File: src/rtl/irq_ctrl.sv
// Interrupt controller: latches source events into PEND, masks them, and hands the
// highest-priority (lowest index) enabled source to the CPU with a req/ack/eoi handshake.
//
// state      | meaning
// -----------+------------------------------------------------------------
// ST_IDLE    | no request outstanding; priority is evaluated here only
// ST_REQ     | irq_req high, irq_id frozen, waiting for irq_ack
// ST_SERVICE | CPU is in the handler; new events pend until irq_eoi
module irq_ctrl #(
  parameter int CPU_WIDTH = 16,
  parameter int IRQ_NUM   = 8,
  parameter int ID_W      = 3
) (
  input  logic                 clk,
  input  logic                 rst_n,
  input  logic [IRQ_NUM-1:0]   irq_in,
  input  logic                 sel,
  input  logic [1:0]           addr,
  input  logic                 we,
  input  logic [CPU_WIDTH-1:0] wdata,
  output logic [CPU_WIDTH-1:0] rdata,
  output logic                 irq_req,
  output logic [ID_W-1:0]      irq_id,
  input  logic                 irq_ack,
  input  logic                 irq_eoi
);

  typedef enum logic [1:0] {
    ST_IDLE    = 2'd0,
    ST_REQ     = 2'd1,
    ST_SERVICE = 2'd2
  } state_t;

  localparam logic [1:0] ADDR_MASK   = 2'd0;
  localparam logic [1:0] ADDR_PEND   = 2'd1;
  localparam logic [1:0] ADDR_MODE   = 2'd2;
  localparam logic [1:0] ADDR_STATUS = 2'd3;

  state_t             state_q;
  logic               req_q;
  logic [ID_W-1:0]    id_q;

  logic [IRQ_NUM-1:0] mask_q, mask_d;
  logic [IRQ_NUM-1:0] pend_q, pend_d;
  logic [IRQ_NUM-1:0] mode_q, mode_d;
  logic [IRQ_NUM-1:0] prev_q;

  logic               wr_mask, wr_pend, wr_mode;
  logic [IRQ_NUM-1:0] set_v, ack_v, clr_v, active;
  logic [ID_W-1:0]    winner;
  logic               any_active;
  logic               keep_req;

  assign wr_mask = sel & we & (addr == ADDR_MASK);
  assign wr_pend = sel & we & (addr == ADDR_PEND);
  assign wr_mode = sel & we & (addr == ADDR_MODE);

  // Edge-mode sources pend on a rising edge only; level-mode sources pend while high.
  assign set_v = (irq_in & ~prev_q & mode_q) | (irq_in & ~mode_q);

  always_comb begin
    ack_v = '0;
    if (state_q == ST_REQ && irq_ack) begin
      ack_v[id_q] = 1'b1;
    end
  end

  assign clr_v  = ack_v | (wr_pend ? wdata[IRQ_NUM-1:0] : '0);
  assign pend_d = (pend_q & ~clr_v) | set_v;
  assign mask_d = wr_mask ? wdata[IRQ_NUM-1:0] : mask_q;
  assign mode_d = wr_mode ? wdata[IRQ_NUM-1:0] : mode_q;

  assign active     = pend_q & mask_q;
  assign any_active = |active;

  always_comb begin
    winner = '0;
    for (int i = IRQ_NUM - 1; i >= 0; i--) begin
      if (active[i]) begin
        winner = ID_W'(i);
      end
    end
  end

  // Looks at next-cycle mask/pend so a MASK or W1C write withdraws the request on its own edge.
  assign keep_req = pend_d[id_q] & mask_d[id_q];

  always_ff @(posedge clk or negedge rst_n) begin
    if (!rst_n) begin
      mask_q <= '0;
      pend_q <= '0;
      mode_q <= '0;
      prev_q <= '0;
    end else begin
      mask_q <= mask_d;
      pend_q <= pend_d;
      mode_q <= mode_d;
      prev_q <= irq_in;
    end
  end

  always_ff @(posedge clk or negedge rst_n) begin
    if (!rst_n) begin
      state_q <= ST_IDLE;
      req_q   <= 1'b0;
      id_q    <= '0;
    end else begin
      case (state_q)
        ST_IDLE: begin
          if (any_active) begin
            id_q    <= winner;
            req_q   <= 1'b1;
            state_q <= ST_REQ;
          end
        end
        ST_REQ: begin
          if (irq_ack) begin
            req_q   <= 1'b0;
            state_q <= ST_SERVICE;
          end else if (!keep_req) begin
            req_q   <= 1'b0;
            state_q <= ST_IDLE;
          end
        end
        ST_SERVICE: begin
          if (irq_eoi) begin
            state_q <= ST_IDLE;
          end
        end
        default: begin
          req_q   <= 1'b0;
          state_q <= ST_IDLE;
        end
      endcase
    end
  end

  assign irq_req = req_q;
  assign irq_id  = id_q;

  always_comb begin
    rdata = '0;
    if (sel) begin
      case (addr)
        ADDR_MASK:   rdata[IRQ_NUM-1:0] = mask_q;
        ADDR_PEND:   rdata[IRQ_NUM-1:0] = pend_q;
        ADDR_MODE:   rdata[IRQ_NUM-1:0] = mode_q;
        ADDR_STATUS: rdata[ID_W+1:0]    = {state_q, id_q};
        default:     rdata              = '0;
      endcase
    end
  end

  generate
    if (CPU_WIDTH > IRQ_NUM) begin : g_wdata_hi
      logic unused_wdata_hi;
      assign unused_wdata_hi = ^wdata[CPU_WIDTH-1:IRQ_NUM];
    end
  endgenerate

endmodule

File: config.mk
export PLATFORM = sky130hd
export DESIGN_NAME = irq_ctrl
export DESIGN_NICKNAME = d
export VERILOG_FILES = /design/src/rtl/irq_ctrl.sv
export SDC_FILE = /design/constraint.sdc
export NUM_CORES = 1
export LEC_CHECK = 0
export BUFFER_PORTS_ARGS = -buffer_cell sky130_fd_sc_hd__buf_2
export CORE_MARGIN = 3
export CORE_UTILIZATION = 48
export DETAILED_ROUTE_END_ITERATION = 8
export MAX_ROUTING_LAYER = met4
export PLACE_DENSITY = 0.81
export SYNTH_ARGS = -nofsm -noshare
export SYNTH_HDL_FRONTEND = slang
export SYNTH_SLANG_ARGS = --single-unit
export TNS_END_PERCENT = 20
File: constraint.sdc
create_clock -name clk -period 1.6 [get_ports clk]
set_clock_uncertainty 0.05 [all_clocks]
set_input_delay 0.08 -clock clk [delete_from_list [all_inputs] [get_ports clk]]
set_output_delay 0.08 -clock clk [all_outputs]
set_load 0.02 [all_outputs]
; Yosys cells after proc, flatten, opt, wreduce, memory -nomap -nowiden
; Index checks and enable logic that the tools add are counted.
[totals]
ff_bits = 38
latch_bits = 0
mem_bits_rw = 0
romBits = 0
inputBits = 32
out_inout_bits = 20
memories = 0
[op_classes]
addsub = 0
n_mul = 0
div_mod_pow = 0
magnitude_cmp = 2
n_eq_ne = 8
shifts = 0
mux = 29
n_bitwise = 17
reduce_logical = 8
[ops]
columns = cell, n
row1 = bitwise AND 8 bit, 5
row2 = two-way mux 8 bit, 4
row3 = two-way mux 3 bit, 8
row4 = NOT 8 bit, 3
row5 = OR 8 bit, 3
row6 = case mux 5 bit (4 select lines), 1
row7 = case mux 3 bit (3 select lines), 1
row8 = two-way mux 2 bit, 4
row9 = OR reduction 8 bit, 1
row10 = binary-select mux 1 bit (select 3 bit), 2
row11 = == test 2 bit (second input constant), 3
row12 = two-way mux 1 bit, 6
row13 = case mux 2 bit (3 select lines), 1
row14 = AND reduction 3 bit, 2
row15 = bitwise AND 1 bit, 5
row16 = == test 2 x 1 -> 1 bit (second input constant), 2
row17 = zero test 2 bit, 2
row18 = < comparator 3 x 4 -> 1 bit (second input constant), 1
row19 = != test 2 bit (second input constant), 2
row20 = demux 1 bit (select 3 bit), 1
row21 = >= comparator 3 x 1 -> 1 bit (second input constant), 1
row22 = != test 3 bit (second input constant), 1
row23 = case mux 1 bit (3 select lines), 1
row24 = logical AND 1 bit, 2
row25 = 2 further kinds, 2

; Logic depth before layout (Yosys ltp)
; Gate-level depths: netlist of the first run.
[logic_depth]
ltp_word = 15
ltp_mapped = 7
depth_no_buf = 6

; Least setup slack after synthesis of the first run
; OpenSTA, ideal clock, no wires.
[synth_timing]
kind = register -> register
startpoint = register id_q[0], in the netlist irq_id[0]
endpoint = register req_q, in the netlist irq_req
setup_time_ps = 81
arrival_time_ps = 1715
path_slack_ps = -246
stages_incl_launch_ff = 7
path_buffers = 0
synth_period_minus_slack_ps = 1846
cell_sequence = dfrtp_1 and4b_1 a211oi_1 o211ai_1 o311a_1 a2111o_1 o22ai_2
[synth_between]
elab_chain_len = 14
[synth_lines]
columns = element, line
row1 = from (decl), 41  ; logic [ID_W-1:0] id_q;
row2 = from (signal assigned), 111  ; id_q <= winner;
row3 = < comparator 3 x 4 -> 1 bit (not written as such) / >= comparator 3 x 1 -> 1 bit (equally long branches), 64  ; ack_v[id_q] = 1'b1;
row4 = logical AND 1 bit (not written as such), 64
row5 = two-way mux 1 bit (not written as such), 64
row6 = demux 1 bit (select 3 bit), 64
row7 = two-way mux 8 bit, 63  ; if (state_q == ST_REQ && irq_ack) begin
row8 = OR 8 bit, 68  ; assign clr_v = ack_v | (wr_pend ? wdata[IRQ_NUM-1:0] : '0);
row9 = NOT 8 bit, 69  ; assign pend_d = (pend_q & ~clr_v) | set_v;
row10 = bitwise AND 8 bit, 69
row11 = OR 8 bit, 69
row12 = binary-select mux 1 bit (select 3 bit), 86  ; assign keep_req = pend_d[id_q] & mask_d[id_q];
row13 = two-way mux 1 bit (not written as such), 86
row14 = bitwise AND 1 bit *, 86
row15 = != test 3 bit (no line) *, n/a
row16 = AND reduction 3 bit (no line) *, n/a
row17 = to (signal assigned), 105  ; req_q <= 1'b0;
row18 = to (signal assigned), 112  ; req_q <= 1'b1;
row19 = to (signal assigned), 118  ; req_q <= 1'b0;
row20 = to (decl), 40  ; logic req_q;
; Every way passes the cells marked *; elsewhere a longest branch is shown, timed or not. The select of a mux whose other input is x is not followed.
; A chain may end at the register's enable or synchronous reset.

; Worst setup path in the final report of the first run
; Same ends and word-level chain as after synthesis.

==> results of run 1 <==
==> synthesized netlist by cell type (2+ instances only) <==
cell / number
mux2i_1: 8
o21ai_0: 18
a31oi_1: 3
nand2_1: 29
clkbuf_1: 5
nor2b_1: 3
a211oi_1: 2
nand3b_1: 2
or3_1: 2
a221oi_1: 2
nor2_1: 7
nand4_1: 3
nand3_1: 4
and2_1: 10
inv_1: 15
mux4_2: 5
o211ai_1: 3
or2_2: 2
dfrtp_1: 38
a31o_2: 2
mux2_1: 2
a22o_1: 2
o311a_1: 2
nand2b_1: 2
a21boi_0: 4
and4b_1: 2
buf_4: 8
buf_2: 2
a21oi_1: 7
mux2_2: 4
a22oi_1: 2
==> stage by stage <==
stage | power (mW) | std cells | hold WS (ps) | util (%) | cell area [um^2]
final | 3.69 | 342 | 11.4 | 66.8 | 2750
after global routing | 3.93 | 342 | 4.80 | 66.8 | 2750
after CTS | 3.65 | 342 | 6.26 | 66.2 | 2730
after detailed placement | 2.92 | 322 | 113 | 61.1 | 2510
after global placement | 2.86 | 322 | 100 | 61.1 | 2510
after floorplan | 2.22 | 219 | -266 | - | 2120
==> worst max-delay path: cells and delay by family (launching register included) <==
| kind | cells | cell delay (ps) |
|---|---|---|
| compound gates | 5 | 960 |
| simple gates | 1 | 270 |
| flops | 1 | 410 |
==> per-layer routing <==
| layer | wire [um] | GRT usage [%] | vias to the layer above |
|---|---|---|---|
| met3 | 328 | 5.26 | 9 |
| met2 | 2640 | 35.9 | 69 |
| met1 | 2390 | 30.6 | 930 |
| met5 | 0 | - | - |
| met4 | 104 | 8.35 | 0 |
| li1 | - | - | 898 |
==> sequential cells by signal, summed over array words and instances (netlist names) <==
name / count
state_q: 2
prev_q: 8
pend_q: 8
irq_id: 3
mask_q: 8
irq_req: 1
mode_q: 8
==> where the power goes <==
group,leakage [nW],total (mW),internal [mW],switching [mW]
Combinational,0.821,1.72,0.840,0.877
Clock,0.0450,0.629,0.302,0.327
Sequential,0.433,1.35,1.17,0.178
Total,1.30,3.69,2.31,1.38
==> repair_timing <==
item | 4_1_cts | 5_1_grt
gates resized for setup | 4 | 7
cloned | 0 | 0
endpoints found under the hold margin | 38 | 0
pin swaps | 3 | 2
endpoints found under the setup margin | 7 | 8
setup buffers | 3 | 0
hold buffers | 9 | 0
==> path summary, 6_finish.rpt <==
kind | start | endpoint | slack, ps | cells past startpoint
hold reg to reg | mode_q[6] | mode_q[6] | 460 | 2
setup reg to reg | irq_id[0] | irq_req | -170 | 6
max in group asynchronous | rst_n | pend_q[5] | 600 | 3
setup / recovery | irq_id[0] | irq_req | -170 | 6
min in group asynchronous | rst_n | mask_q[3] | 320 | 2
hold / removal | wdata[2] | mask_q[2] | 10 | 3
==> kinds of logic (layout without fill, tap and decap cells) <==
group,after synthesis,after routing,share of synthesized area [%]
compound gates,52,52,16.6
buf+inv,31,104,7.47
flops,38,38,45.4
mux,20,20,13.1
other cells,1,8,0.179
simple gates,70,70,17.2
==> cell type report <==
cell class / count / area, um^2 / share of cell area, %
Clock inverter: 2 / 10.0 / 0.364
Tap cell: 50 / 62.6 / 2.28
Timing Repair Buffer: 81 / 557 / 20.3
Sequential cell: 38 / 952 / 34.6
Multi-Input combinational cell: 150 / 1040 / 37.8
Inverter: 15 / 56.3 / 2.05
Clock buffer: 6 / 72.6 / 2.64
==> out/qor.txt, run 1 <==
Status - finished, violations left
Failing checks - setup timing
Core box area - 4120 um^2
CTS tree - yes
Global-route wire length before repair - 9150 um
Fin. Hold Viols - 0
Layout cell share with drive strength beyond 1 - 34.9%
Initial antenna violation count - 0
Worst-Margin Slew - 696 ps
Critical Path End Type - register
Register area share after synthesis - 45.4%
HPWL Detailed - 4180 um
CP max stage delay - 420 ps
Chip width - 72.1 um
Clock root cell - clkbuf_8
#FFs+latches synth - 38
Async SR Flop Fraction - 100%
Count of input and output buffers - 35
Distinct cell type count after synthesis - 43
Maximum vdd ir drop - 0.742 mV
Hold Crit Class - in2reg
Final nets - 323
Slowest stage cell, crit path - a2111o_1
Crit share post-route - 111%
Routed wire length - 5460 um
Crit path launch type - register
Gr usage total - 23.4%
Ordered cell list for the critical path - and4b_2 -> a211oi_2 -> o211ai_1 -> o311a_1 -> a2111o_1 -> o22ai_2
Commonest non-fill, non-tap cell in the layout - dfrtp_1
Synth warn - 0
Post-synth EDFFs - 0
Residual DRC - 0
Filler cell count - 329
Die area - 5190 um^2
Largest net degree at the start of global routing - 32
CP arrival - 1940 ps
Pwr dens - 1340 nW/um^2
# setup viols final - 7
Sink Count - 38
Top Ports - 52
Area Growth Syn to Fin - 31.2%
Vias in the first global route - 1,886
Via count - 1,906
Post-DRT Antenna Nets - 0
Clk_lat worst skew - 290 ps
Die height - 72.1 um
DRT Pass-1 Iters - 5
Synth Area per Inst - 9.88 um^2
Syn Std Cell Area - 2090 um^2
Via density - 5.57
Static Leak - 1.30 nW
Wire per inst - 16.0 um
CP required - 1770 ps
Crit Path Category - reg2reg
Commonest non-fill, non-tap cells in the layout - dfrtp_1 (37), buf_4 (35), buf_2 (34)
Longest Clk Path Bufs - 2
Post-Synthesis Cells - 212
# H-tree levels - 2
Initial Util - 50.9%
Post-synth top flop - dfrtp_1
Setup TNS - -946 ps
CTS Buf Count - 5
Area leader, netlist - dfrtp_1
Remaining Overflow, GRT - 0
Main area contributors after synthesis - dfrtp_1 (45%), mux4_2 (5.4%), nand2_1 (5.2%), o21ai_0 (4.3%), mux2i_1 (3.8%)
Final Worst Setup Slack - -172 ps
Slew HR - 53.6%
Fin crit period - 1770 ps
Top-area cell type share of the netlist area - 45.4%
RSZ-0062 raised after global routing - yes
Worst Path Max Fanout - 4
# rows - 23
Max-Cap Viols - 0
# diodes - 0
DRT iter0 DRCs - 217
GP Congestion - 0.947
Clock transition at path regs - 70 ps
Final Slew Violations - 0
Fmax achieved - 564 MHz
Pre-CTS WS - -220 ps
Power figures use the tool's default switching activity.
==> run 2, diff against run 1 <==
GPL_ROUTABILITY_DRIVEN = 0   (was default)
MAX_ROUTING_LAYER = default   (was met4)
==> out/qor.txt, run 2 (synthesis results as in run 1) <==
Status - finished, violations left
Failing checks - setup timing
Final Slew Violations - 0 (unchanged)
DRT Pass-1 Iters - 4 (-1)
CP arrival - 1990 ps (+50 ps)
# setup viols final - 7 (unchanged)
Critical Path End Type - register
Crit path from - irq_id[0]
Remaining Overflow, GRT - 0 (unchanged)
GR Util met1 - 30.9% (+0.28 points)
Ordered cell list for the critical path - and4b_2 -> a211oi_1 -> o211ai_1 -> o311a_1 -> a2111o_1 -> o22ai_2
HPWL Detailed - 4280 um (+2.3%)
Chip width - 72.1 um (unchanged)
Clock root cell - clkbuf_8
Die area - 5190 um^2 (unchanged)
Crit path launch type - register
R2r endpoint - irq_req
Hold slack - 19.7 ps (+8.33 ps)
Worst-Margin Slew - 526 ps (-170 ps)
Largest net degree at the start of global routing - 24 (-25%)
Die height - 72.1 um (unchanged)
Crit path capture - irq_req
Reg2Reg Setup Slack - -220 ps (-50 ps)
Setup TNS - -1080 ps (-134 ps)
Routed wire length - 5660 um (+3.7%)
Sink Count - 38 (unchanged)
Post-Route Utilization - 66.9% (about the same)
Worst Path Max Fanout - 4 (unchanged)
Initial antenna violation count - 0 (unchanged)
Commonest non-fill, non-tap cell in the layout - buf_4
Vias in the first global route - 1,988 (+5.4%)
Final Worst Setup Slack - -224 ps (-52.1 ps)
Critical path depth - 6 (unchanged)
Area Growth Syn to Fin - 31.4% (about the same)
Maximum vdd ir drop - 0.715 mV (-3.6%)
Worst r2r src - irq_id[0]
Post-DRT Antenna Nets - 0 (unchanged)
Residual DRC - 0 (unchanged)
Reg2Reg Depth - 6 (unchanged)
Via density - 5.74 (+3.1%)
WP buf/inv - 0 (unchanged)
Initial Util - 50.9% (unchanged)
Static Leak - 1.31 nW (+0.61%)
Layout cell share with drive strength beyond 1 - 34.4% (-0.58 points)
Met3 GRT Util - 4.57% (-0.69 points)
Crit share post-route - 114% (+3.3 points)
Wire per inst - 16.5 um (+3.1%)
Top Ports - 52 (unchanged)
Gr usage total - 23.0% (-0.35 points)
Fin crit period - 1820 ps (+52.1 ps)
GR peak layer - met2
Hold Crit Class - in2reg
Max-Cap Viols - 0 (unchanged)
Longest Clk Path Bufs - 2 (unchanged)
Count of input and output buffers - 35 (unchanged)
Via count - 1,976 (+3.7%)
CP max stage delay - 430 ps (about the same)
CP required - 1770 ps (about the same)
Clock transition at path regs - 70 ps (about the same)
Core box area - 4120 um^2 (unchanged)
Clk_lat worst skew - 290 ps (about the same)
Crit-path leading delay family - compound AO/OA/AOI/OAI gates
CTS Buf Count - 5 (unchanged)
Pwr dens - 1340 nW/um^2 (+0.10%)
Met2 usage - 37.1% (+1.2 points)
# rows - 23 (unchanged)
Crit Path Category - reg2reg
# diodes - 0 (unchanged)
Fmax achieved - 548 MHz (-2.9%)
Global-route wire length before repair - 9180 um (+0.31%)
DRT iter0 DRCs - 228 (+5.1%)
# H-tree levels - 2 (unchanged)
RSZ-0062 raised after global routing - yes
Commonest non-fill, non-tap cells in the layout - buf_4 (40), dfrtp_1 (37), buf_2 (35)
Fin. Hold Viols - 0 (unchanged)
Slew HR - 65.0% (+11 points)
Final nets - 326 (+0.93%)
Slowest stage cell, crit path - a2111o_1
CTS tree - yes
[run 2: cell type report]
type,count,area (um^2)
well taps,50,62.6
fillers,339,1360
flip-flops and latches,38,952
clock buffers,7,86.3
multi-input cells,150,1030
inverters,15,56.3
repair buffers,84,566
[run 2: worst min-delay path by stage]
stage          cells after the start  startpoint         to
6_report                           3    wdata[7]  mode_q[7]
5_1_grt                            2    wdata[0]  mode_q[0]
4_1_cts                            3    wdata[6]  mask_q[6]
3_5_place_dp                       1       rst_n  prev_q[1]
3_3_place_gp                       1       rst_n  prev_q[1]
2_1_floorplan                      0       rst_n  irq_id[0]
[run 2: power breakdown]
group	total (mW)	internal (mW)	leakage, nW	switching (mW)
Clock	0.657	0.342	0.0443	0.315
Combinational	1.69	0.812	0.830	0.881
Sequential	1.35	1.17	0.433	0.181
Total	3.70	2.32	1.31	1.38
[run 2: repair_timing]
| action | 4_1_cts | 5_1_grt |
|---|---|---|
| buffers inserted | 3 | 0 |
| setup endpoints to repair | 7 | 8 |
| resized for setup | 2 | 2 |
| hold endpoints to repair | 29 | 0 |
| pin swaps | 4 | 2 |
| hold buffers | 9 | 0 |
[run 2: metrics by stage]
step / cell area, um^2 / setup WS [ps] / instances / total power, mW
2_1_floorplan: 2120 / -166 / 219 / 2.22
3_3_place_gp: 2540 / -201 / 325 / 2.88
3_5_place_dp: 2540 / -238 / 325 / 2.93
4_1_cts: 2740 / -172 / 344 / 3.67
5_1_grt: 2750 / -296 / 344 / 3.91
6_report: 2750 / -224 / 344 / 3.70
[run 2: metal layers]
| layer | vias up | routed length (um) | part of all wire [%] |
|---|---|---|---|
| met3 | 13 | 385 | 6.8 |
| li1 | 899 | - | - |
| met5 | - | 0 | 0 |
| met1 | 971 | 2450 | 43 |
| met2 | 93 | 2700 | 48 |
| met4 | 0 | 131 | 2.3 |
[run 2: worst min-delay path, stage by stage]
cell,delay [ps]
buf_2,110
inv_1,60
o21ai_0,80
==> run 3, diff against run 2 <==
CORE_UTILIZATION = 50   (was 48)
CTS_BUF_LIST = sky130_fd_sc_hd__clkbuf_2 sky130_fd_sc_hd__clkbuf_4 sky130_fd_sc_hd__clkbuf_8   (was default)
PLACE_DENSITY = 0.84   (was 0.81)
==> out/qor.txt, run 3 (synthesis results as in run 1) <==
CP required - 1770 ps (about the same)
Logic pwr share - 44.3% (-1.5 points)
Flop pwr share - 35.7% (-0.8 points)
Final nets - 323 (-0.92%)
Static Leak - 1.32 nW (+0.85%)
Layout cell share with drive strength beyond 1 - 35.3% (+0.92 points)
CTS Buf Count - 5 (unchanged)
Clock root cell - clkbuf_8
Clk_lat worst skew - 290 ps (about the same)
Hold Crit Class - in2reg
Crit Path Category - reg2reg
Crit share post-route - 111% (-2.5 points)
Die area - 5000 um^2 (-3.7%)
RSZ-0062 raised after global routing - yes
Residual DRC - 0 (unchanged)
Slew HR - 54.1% (-11 points)
Post-Route Utilization - 72.6% (+5.8 points)
Sw Ratio - 36.5% (-0.73 points)
Max-Cap Viols - 0 (unchanged)
Failing checks - setup timing
Sink Count - 38 (unchanged)
Fin. Hold Viols - 0 (unchanged)
Maximum vdd ir drop - 0.888 mV (+24%)
Fmax achieved - 561 MHz (+2.3%)
Area Growth Syn to Fin - 33.6%
Top Ports - 52 (unchanged)
Post-DRT Antenna Nets - 0 (unchanged)
Initial Util - 54.4% (+3.5 points)
Longest Clk Path Bufs - 2 (unchanged)
DRT iter0 DRCs - 258 (+13%)
Fin crit period - 1780 ps (-40.6 ps)
Clock Power Share - 20.0% (+2.2 points)
Pint - 2.42 mW (+4.4%)
Routed wire length - 5730 um (+1.3%)
# rows - 22 (-4.3%)
Final Slew Violations - 0 (unchanged)
Core box area - 3850 um^2 (-6.4%)
Commonest non-fill, non-tap cell in the layout - dfrtp_1
P_sw - 1.39 mW (+1.2%)
CP arrival - 1950 ps (-40 ps)
CTS tree - yes
Pwr dens - 1360 nW/um^2 (+1.4%)
Crit path launch type - register
# diodes - 0 (unchanged)
Via count - 1,954 (-1.1%)
Wire per inst - 16.9 um (+2.5%)
Commonest non-fill, non-tap cells in the layout - dfrtp_1 (37), buf_2 (34), buf_4 (31)
Largest net degree at the start of global routing - 32 (+33%)
Remaining Overflow, GRT - 0 (unchanged)
DRT Pass-1 Iters - 5 (+1)
Clock transition at path regs - 70 ps (about the same)
Critical Path End Type - register
Status - finished, violations left
# setup viols final - 7 (unchanged)
Worst Path Max Fanout - 4 (unchanged)
Worst-Margin Slew - 688 ps (+162 ps)
Via density - 5.75 (about the same)
Die height - 70.7 um (-1.9%)
# H-tree levels - 2 (unchanged)
Count of input and output buffers - 35 (unchanged)
Chip width - 70.7 um (-1.9%)
Global-route wire length before repair - 9540 um (+4.0%)
HPWL Detailed - 4180 um (-2.2%)
Vias in the first global route - 2,002 (+0.70%)
Final Worst Setup Slack - -183 ps (+40.6 ps)
Gr usage total - 24.4% (+1.4 points)
Hold slack - 3.73 ps (-16.0 ps)
Initial antenna violation count - 0 (unchanged)
run 3: cell types whose count changed in the layout (fill, tap and decap cells not counted), sizes merged:
cell,delta
buf,-5
dlygate4sd3,+2
clkbuf,+1
run 3: final cells by class:
class                           count  area, um^2
Fill cell                         274        1050
Multi-Input combinational cell    150        1050
Sequential cell                    38         952
Timing Repair Buffer               81         569
Clock buffer                        8         110
Tap cell                           48        60.1
Inverter                           15        56.3
run 3: critical path, cell delays in order, from the launching register on:
cell	delay [ps]
dfrtp_1	430
and4b_2	270
a211oi_2	150
o211ai_1	110
o311a_1	150
a2111o_1	420
o22ai_2	140
run 3: per-layer routing:
layer / up-vias / global-route usage (%) / wire (um)
li1: 900 / - / -
met1: 936 / 32.6 / 2400
met2: 103 / 38.7 / 2700
met3: 15 / 6.53 / 484
met4: 0 / 8.35 / 146
met5: - / 0 / 0
run 3: repair_timing:
| action | in CTS | in global routing |
|---|---|---|
| pin swaps | 2 | 0 |
| endpoints found under the setup margin | 7 | 10 |
| hold endpoints to repair | 40 | 0 |
| setup buffers | 3 | 0 |
| hold buffers | 11 | 0 |
| resized for setup | 10 | 5 |
run 3: worst paths after layout:
path	from	end	slack, ps	cells past startpoint
hold reg to reg	mode_q[7]	mode_q[7]	470	2
max in group asynchronous	rst_n	mask_q[0]	600	3
hold / removal	irq_eoi	state_q[1]	4	3
min in group asynchronous	rst_n	irq_id[1]	310	2
setup reg to reg	state_q[0]	irq_req	-180	6
setup / recovery	state_q[0]	irq_req	-180	6
run 3: per-stage QoR:
stage	area, um^2	setup slack [ps]	instances	power [mW]	TNS, ps
floorplan	2120	-166	219	2.22	-255
global placement	2500	-196	318	2.82	-331
detailed placement	2500	-214	318	2.87	-385
CTS	2780	-161	340	3.77	-951
global route	2800	-247	340	4.03	-1330
finish	2800	-183	340	3.82	-971
run 3: power groups by stage:
stage / Sequential, mW / Combinational (mW) / Clock (mW)
after floorplan: 1.41 / 0.807 / 0
after global placement: 1.35 / 1.47 / 0
after detailed placement: 1.36 / 1.51 / 0
after CTS: 1.35 / 1.64 / 0.780
after global routing: 1.39 / 1.83 / 0.815
final: 1.36 / 1.69 / 0.763
